==> config.mk <==
export PLATFORM = sky130hd
export DESIGN_NAME = round_timer
export DESIGN_NICKNAME = d
export VERILOG_FILES = /design/src/rtl/round_timer_pkg.sv /design/src/rtl/round_timer_tick_prescaler.sv /design/src/rtl/round_timer.sv
export SDC_FILE = /design/constraint.sdc
export NUM_CORES = 1
export LEC_CHECK = 0
export BUFFER_PORTS_ARGS = -buffer_cell sky130_fd_sc_hd__clkbuf_2
export CORE_ASPECT_RATIO = 0.8
export CORE_UTILIZATION = 60
export CTS_CLUSTER_SIZE = 16
export DETAILED_ROUTE_END_ITERATION = 16
export PLACE_DENSITY_LB_ADDON = 0.25
export SYNTH_ARGS = -nofsm -noshare
export SYNTH_HDL_FRONTEND = slang
export SYNTH_SLANG_ARGS = --single-unit
==> constraint.sdc <==
create_clock -name clk -period 7.05 [get_ports clk]
set_input_delay 2.115 -clock clk [delete_from_list [all_inputs] [get_ports clk]]
set_output_delay 2.115 -clock clk [all_outputs]
set_load 0.03 [all_outputs]
==> src/rtl/round_timer_pkg.sv <==
// Shared types for the number-guessing game timer: FSM state encoding and
// difficulty select type.
package game_pkg;

  typedef enum logic [1:0] {
    IDLE  = 2'd0,
    RUN   = 2'd1,
    PAUSE = 2'd2,
    DONE  = 2'd3
  } timer_state_t;

  localparam int unsigned DIFF_LEVELS = 4;

  typedef logic [$clog2(DIFF_LEVELS)-1:0] difficulty_t;

endpackage : game_pkg

==> src/rtl/round_timer_tick_prescaler.sv <==
// Divides the clock into count steps: tick is high in the enabled cycle in
// which the phase counter wraps from TICK_DIV-1 back to 0.
module tick_prescaler #(
  parameter int unsigned TICK_DIV = 1
) (
  input  logic clk,
  input  logic reset,
  input  logic clear,
  input  logic en,
  output logic tick
);

  localparam int unsigned PW = (TICK_DIV > 1) ? $clog2(TICK_DIV) : 1;

  logic [PW-1:0] phase_q, phase_d;

  assign tick = en && (phase_q == PW'(TICK_DIV - 1));

  always_comb begin
    phase_d = phase_q;
    if (clear) begin
      phase_d = '0;
    end else if (en) begin
      phase_d = tick ? '0 : phase_q + PW'(1);
    end
  end

  always_ff @(posedge clk or posedge reset) begin
    if (reset) begin
      phase_q <= '0;
    end else begin
      phase_q <= phase_d;
    end
  end

endmodule : tick_prescaler

==> src/rtl/round_timer.sv <==
// Round timer: start/stop/pause FSM, difficulty-selected terminal count,
// up/down counter stepped by the prescaler, expiry pulse and low-time warning.
module round_timer #(
  parameter int unsigned CNT_W     = 7,
  parameter int unsigned DIFF_W    = 2,
  parameter int unsigned TICK_DIV  = 1,
  parameter int unsigned LIMIT_D0  = 15,
  parameter int unsigned LIMIT_D1  = 31,
  parameter int unsigned LIMIT_D2  = 63,
  parameter int unsigned LIMIT_D3  = 99,
  parameter int unsigned WARN_LEFT = 5
) (
  input  logic              clk,
  input  logic              reset,
  input  logic              start,
  input  logic              stop,
  input  logic              pause,
  input  logic              count_down,
  input  logic [DIFF_W-1:0] difficulty,
  output logic [CNT_W-1:0]  counter,
  output logic              running,
  output logic              expired,
  output logic              time_up,
  output logic              warn
);

  import game_pkg::*;

  localparam logic [CNT_W-1:0] LIMITS [DIFF_LEVELS] = '{
    CNT_W'(LIMIT_D0), CNT_W'(LIMIT_D1), CNT_W'(LIMIT_D2), CNT_W'(LIMIT_D3)
  };

  timer_state_t     state_q, state_d;
  logic [CNT_W-1:0] cnt_q, cnt_d;
  logic [CNT_W-1:0] limit_q, limit_d;
  logic             dir_q, dir_d;
  logic             running_q, running_d;
  logic             expired_q, expired_d;
  logic             time_up_q, time_up_d;
  logic             warn_q, warn_d;

  logic [CNT_W-1:0] limit_sel;
  logic [CNT_W-1:0] terminal;
  logic [CNT_W-1:0] stepped;
  logic [CNT_W-1:0] remaining;
  logic             active;
  logic             tick;

  assign limit_sel = LIMITS[difficulty_t'(difficulty)];
  assign terminal  = dir_q ? '0 : limit_q;
  assign stepped   = dir_q ? cnt_q - CNT_W'(1) : cnt_q + CNT_W'(1);

  // A PAUSE cycle with pause already released counts as a run cycle, so the
  // prescaler phase loses no cycle on resume.
  assign active = !start && !stop && !pause &&
                  ((state_q == RUN) || (state_q == PAUSE));

  tick_prescaler #(
    .TICK_DIV(TICK_DIV)
  ) u_prescaler (
    .clk  (clk),
    .reset(reset),
    .clear(start),
    .en   (active),
    .tick (tick)
  );

  always_comb begin
    state_d   = state_q;
    cnt_d     = cnt_q;
    limit_d   = limit_q;
    dir_d     = dir_q;
    expired_d = 1'b0;

    if (start) begin
      state_d = RUN;
      limit_d = limit_sel;
      dir_d   = count_down;
      cnt_d   = count_down ? limit_sel : '0;
    end else if (stop) begin
      state_d = IDLE;
    end else begin
      case (state_q)
        RUN, PAUSE: begin
          if (pause) begin
            state_d = PAUSE;
          end else begin
            state_d = RUN;
            // A zero limit loads an already-terminal value; expire without stepping.
            if (cnt_q == terminal) begin
              state_d   = DONE;
              expired_d = 1'b1;
            end else if (tick) begin
              cnt_d = stepped;
              if (stepped == terminal) begin
                state_d   = DONE;
                expired_d = 1'b1;
              end
            end
          end
        end
        default: begin
        end
      endcase
    end

    running_d = (state_d == RUN) || (state_d == PAUSE);
    time_up_d = (state_d == DONE);
    remaining = dir_d ? cnt_d : limit_d - cnt_d;
    warn_d    = running_d && (remaining <= CNT_W'(WARN_LEFT));
  end

  always_ff @(posedge clk or posedge reset) begin
    if (reset) begin
      state_q   <= IDLE;
      cnt_q     <= '0;
      limit_q   <= '0;
      dir_q     <= 1'b0;
      running_q <= 1'b0;
      expired_q <= 1'b0;
      time_up_q <= 1'b0;
      warn_q    <= 1'b0;
    end else begin
      state_q   <= state_d;
      cnt_q     <= cnt_d;
      limit_q   <= limit_d;
      dir_q     <= dir_d;
      running_q <= running_d;
      expired_q <= expired_d;
      time_up_q <= time_up_d;
      warn_q    <= warn_d;
    end
  end

  assign counter = cnt_q;
  assign running = running_q;
  assign expired = expired_q;
  assign time_up = time_up_q;
  assign warn    = warn_q;

endmodule : round_timer

=== After elaboration in Yosys (flattened, before gate mapping) ===
Index checks and enable logic that the tools add are counted.

* Input bits: 8
* Bits in registers: 22
* Logic and storage cells: 68
* Output and inout bits: 11

* Add/sub/neg operators: 4
* Muxes and demuxes: 32
* Bitwise operators: 2
* Reduce and logical (&&, ||, !) cells: 12
* Magnitude comparators: 2
* Equal/unequal tests: 7

{| class="wikitable"
|+ Operator list
! cell !! count
|-
| 7-bit 2-to-1 mux || 13
|-
| 7-bit binary-select mux with 2-bit select || 1
|-
| 7-bit == test || 2
|-
| 2-bit 2-to-1 mux || 7
|-
| 1-bit 2-to-1 mux || 11
|-
| 7-bit by 1-bit adder with 7-bit output, second input constant || 1
|-
| 7-bit by 3-bit <= comparator with 1-bit output, second input constant || 1
|-
| 7-bit by 1-bit subtractor with 7-bit output, second input constant || 1
|-
| 7-bit subtractor || 1
|-
| 2-bit == test, second input constant || 3
|-
| 1-bit logical AND || 5
|-
| 2-bit by 1-bit == test with 1-bit output, second input constant || 2
|-
| 3-bit >= comparator, second input constant || 1
|-
| 1-bit zero test || 3
|-
| 2-bit inverter with 3-bit output || 1
|-
| 1-bit logical OR || 2
|-
| 2-bit nonzero test || 1
|-
| 2-bit OR reduction || 1
|-
| 1-bit adder, second input constant || 1
|-
| 1-bit inverter || 1
|}

=== Longest topological paths before layout ===
* Depth in word-level cells: 15
* Mapped depth: 18
* Depth with buffers taken out: 18

=== Cells and area by module ===
From an unflattened synthesis, not the netlist that was laid out.

* Cell total of the unflattened synthesis: 246
* Area total of the unflattened synthesis: 2057.0 um^2

{| class="wikitable"
|+ Modules (own cells, without submodules)
! module !! seq. area each (um^2) !! area each (um^2) !! cells an instance !! instances
|-
| round_timer || 525.5 || 2006.9 || 242 || 1
|-
| tick_prescaler || 25.0 || 50.0 || 4 || 1
|}

=== Worst setup path before layout ===
Ideal clock, no wire load.

* Path type: in2reg
* Start point: in start
* End point: reg warn_q (netlist: warn)
* Data required time: 6.929 ns
* Setup slack: 2.056 ns
* Stages on the path: 16
* Buffers on the path: 0
* Setup time: 0.121 ns
* Data arrival time: 4.873 ns
* Path through: nor4_1 nand2b_1 nor2_2 xnor2_1 o21a_1 ha_1 inv_1 fa_1 a31oi_1 nor2_1 o21a_1 a311oi_1 xnor2_1 nor2_1 xnor2_1 a21boi_1

* Word-level cells in the longest chain between the ends: 15
* Elaborated cells between the ends (all ways): 26
* Classes of those cells: 1 x add/sub; 1 x order compare; 2 x eq/ne; 15 x mux; 7 x reduce/logical

{| class="wikitable"
|+ RTL lines
! item !! RTL line !! source
|-
| start, declared || round_timer.sv:15 || <nowiki>input logic start,</nowiki>
|-
| 1-bit zero test || round_timer.sv:55 || <nowiki>assign active = !start && !stop && !pause &&</nowiki>
|-
| 1-bit logical AND (3 in series) || round_timer.sv:55 ||
|-
| 1-bit logical AND || round_timer_tick_prescaler.sv:17 || <nowiki>assign tick = en && (phase_q == PW'(TICK_DIV - 1));</nowiki>
|-
| 7-bit 2-to-1 mux || round_timer.sv:93 || <nowiki>end else if (tick) begin</nowiki>
|-
| 7-bit 2-to-1 mux || round_timer.sv:90 || <nowiki>if (cnt_q == terminal) begin</nowiki>
|-
| 7-bit 2-to-1 mux || round_timer.sv:85 || <nowiki>if (pause) begin</nowiki>
|-
| 7-bit 2-to-1 mux || round_timer.sv:83 || <nowiki>case (state_q)</nowiki>
|-
| 7-bit 2-to-1 mux || round_timer.sv:80 || <nowiki>end else if (stop) begin</nowiki>
|-
| 7-bit 2-to-1 mux * || round_timer.sv:75 || <nowiki>if (start) begin</nowiki>
|-
| named net cnt_d[0] || round_timer.sv:34 || <nowiki>logic [CNT_W-1:0] cnt_q, cnt_d;</nowiki>
|-
| 7-bit subtractor || round_timer.sv:109 || <nowiki>remaining = dir_d ? cnt_d : limit_d - cnt_d;</nowiki>
|-
| 7-bit 2-to-1 mux * || round_timer.sv:109 ||
|-
| 7-bit by 3-bit <= comparator with 1-bit output * || round_timer.sv:110 || <nowiki>warn_d = running_d && (remaining <= CNT_W'(WARN_LEFT));</nowiki>
|-
| 1-bit logical AND * || round_timer.sv:110 ||
|-
| named net warn_d || round_timer.sv:40 || <nowiki>logic warn_q, warn_d;</nowiki>
|-
| end signal, assigned || round_timer.sv:131 || <nowiki>warn_q <= warn_d;</nowiki>
|-
| end, declared || round_timer.sv:40 ||
|}

Mark *: on every way through the listed nets, which the timed path passes. The rest lies on a longest branch.
A chain may end at the register's enable or synchronous reset.

=== Final worst setup path ===
Ends and elaborated chain as after synthesis.

==> results by group <==
Min path
  • Hold path cells: 1
  • Hold crit path type: reg -> reg

Logic synthesis
  • Post-synthesis simple-gate area fraction: about a fifth
  • Top_reg_cell synth: dfrtp_1
  • Post-synthesis cell count: ~220
  • Post-Synth XOR/XNOR Area: 9.74%
  • Number of distinct library cells after synthesis: 56
  • Syn avg cell area: 8.68 sq um
  • Register bit total from synthesis: 22
  • Post-synthesis cell area: between 1500 and 2000 sq um
  • Post-synth EDFFs: 0
  • Post-synthesis mux area share: 2.83%
  • Adder-cell area share of the yosys netlist: a little over a tenth
  • Fraction of registers with async set/reset: 100%
  • Post-synthesis sequential area ratio: 29.0%
  • Compound-cell area share of the yosys netlist: 22.8%
  • Syn Nets: ~240
  • Main combinational cell family by area after synthesis: compound AO/OA/AOI/OAI gates
  • Synth warnings: 0

Clocking
  • Root buffer cell: clkbuf_8
  • TritonCTS Buffers: 3
  • Postcts setup bufs: 0
  • H-tree Lvls: 1
  • Hold_buf cts: 0
  • Clk Latency, worst-skew pair: 270 ps
  • CTS tree: yes
  • Clock slew at reported path FFs: about 80 ps
  • TritonCTS Sinks: 22
  • Clk buf depth: 2
  • Post_cts resized: 0

Cells and area
  • Fin cells: 272
  • Commonest non-fill, non-tap cell in the layout: dfrtp_1
  • Final instance area: 2080 sq um
  • Layout area overhead: 9.41%
  • Commonest cells after routing, fill and taps aside: 22 x dfrtp_1, 20 x nor2_1, 18 x inv_1, 18 x clkbuf_2, 13 x a21oi_1
  • Final Core Density: 72.4%
  • N_diodes: 0
  • Layout cells sized above 1: between 10 and 15%
  • Total Nets Final: about 260

Placement
  • Placed Cells: 268
  • HPWL after detailed placement: between 3 and 4 mm
  • Placed cell area: around 2000 sq um
  • GP Congestion: approximately 0.96
  • IO buf count: 18

Drt
  • DRT iter0 DRCs: 120
  • Via density: approximately 6.3
  • WL/cell: ~16 microns
  • Via count: about 1700
  • Routed wire length: 4.45 mm
  • # DRC: 0
  • Routed Antenna Nets: 0
  • DRT Pass-1 Iters: 4

GRT
  • Gr usage total: between 20% and 30%
  • First-pass GRT wire length: between 7 and 8 mm
  • Largest net degree at the start of global routing: 30
  • Initial antenna violation count: 0
  • Vias in the first global route: ~1500
  • Gr ovfl total: 0

Die
  • Area of the core: ~2900 sq um
  • Initial cell density of the core: 66.2%
  • Row Count: 17
  • Die H: ~52 microns
  • Die Area: 3400 sq um
  • Top Ports: 19
  • Die X-Extent: ~65 microns

Worst setup path
  • Setup Crit Path Kind: in -> reg
  • Worst r2r path cells: 17
  • Crit path capture type: register
  • CP required: around 7300 ps
  • Worst EP arrival: 5710 ps
  • Crit Path Max Fanout: 29
  • CP startpoint kind: input pin

STA
  • Worst Tran Pin Value: approximately 1000 ps
  • Fin. max-slew vios: 0
  • RSZ-0062 raised after global routing: no
  • Final setup viols: 0
  • Fin crit share: roughly 78%
  • Fmax: around 180 MHz
  • Final setup TNS: 0 ps
  • Final Hold Viols: 0
  • Fin crit period: 5510 ps
  • Skew final: between 5 and 6 ps
  • Worst slew margin: a little under a third

Power
  • Leak pwr: 0.930 nW
  • Peak VDD IR: around 0.00015 V
  • Pwr dens: 225 nW/um^2

Status
  • Outcome: complete, no violations

Flow run
  • Max_cap viols: 0
## stage by stage
step,total power [mW],setup WS [ps],hold WS [ps]
2_1_floorplan,0.308,2060,500
3_3_place_gp,0.345,1440,535
3_5_place_dp,0.350,1280,543
4_1_cts,0.469,1550,557
5_1_grt,0.498,1150,572
6_report,0.469,1540,561
## cells in the mapped netlist, drive strengths merged, types with 3 or more instances
cell type | n | share of area, %
nand3b | 5 | 2.0
a31oi | 3 | 0.99
nand4 | 3 | 0.99
o21a | 3 | 1.2
nor4 | 3 | 0.99
mux2 | 3 | 1.8
dfrtp | 22 | 29
nor2b | 5 | 1.6
xor2 | 6 | 2.8
ha | 12 | 7.9
xnor2 | 10 | 4.6
nand2 | 10 | 2.0
a211o | 5 | 2.4
nor2 | 21 | 4.3
a21o | 5 | 2.0
a21oi | 13 | 3.4
nand3 | 6 | 1.6
inv | 19 | 3.8
buf | 5 | 1.2
o21ai | 17 | 4.5
## metal layers
layer	wire length, microns	GRT usage [%]	up-vias	share of wire, %
li1	-	-	835	-
met1	2100	43.3	804	47
met2	2040	46.7	61	46
met3	300	4.57	2	6.7
met4	12	2.22	0	0.27
met5	0	0	-	0
## critical path, stage by stage
cell,delay (ps)
clkbuf_2,330
nor4_1,430
nand2b_1,230
nor2_2,370
xnor2_1,180
o21a_1,160
ha_1,140
inv_1,60
fa_1,460
a31oi_1,190
nor2_1,60
o21a_1,160
a311oi_1,280
xnor2_1,150
nor2_1,60
xnor2_1,150
a21boi_1,160
## kinds of logic (layout without fill, tap and decap cells)
logic type / after synthesis / count (layout)
multiplexers: 5 / 5
AO/OA/AOI/OAI: 64 / 64
flip-flops: 22 / 22
buffers and inverters: 26 / 41
XOR/XNOR: 18 / 18
AND/OR/NAND/NOR: 69 / 69
adder cells (fa/ha/maj): 15 / 15
## worst paths after layout
check                                         start                   to  slack [ps]
worst min register to register  u_prescaler.phase_q  u_prescaler.phase_q         560
worst max-delay path                          start                 warn        1540
max in group asynchronous                     reset           counter[3]        4560
worst max register to register                dir_q                 warn        2150
min in group asynchronous                     reset           state_q[0]        1970
worst min-delay path            u_prescaler.phase_q  u_prescaler.phase_q         560
## state kept, by name (all words and copies together), names as in the netlist
signal	flops
expired	1
limit_q	7
state_q	2
time_up	1
u_prescaler.phase_q	1
dir_q	1
counter	7
warn	1
running	1
## power breakdown
part	switching, mW	total, mW	internal (mW)
logic	0.112	0.197	0.0849
registers	0.0189	0.155	0.136
clock network	0.0415	0.117	0.0759
total	0.172	0.469	0.297
## final cells by class
cell class / instances / area, sq um
Tap cell: 38 / 47.5
Timing Repair Buffer: 18 / 90.1
Fill cell: 225 / 792
Multi-Input combinational cell: 171 / 1250
Inverter: 19 / 71.3
Clock buffer: 3 / 41.3
Sequential cell: 22 / 551
Clock inverter: 1 / 30.0
(Power assumes the default switching activity.)
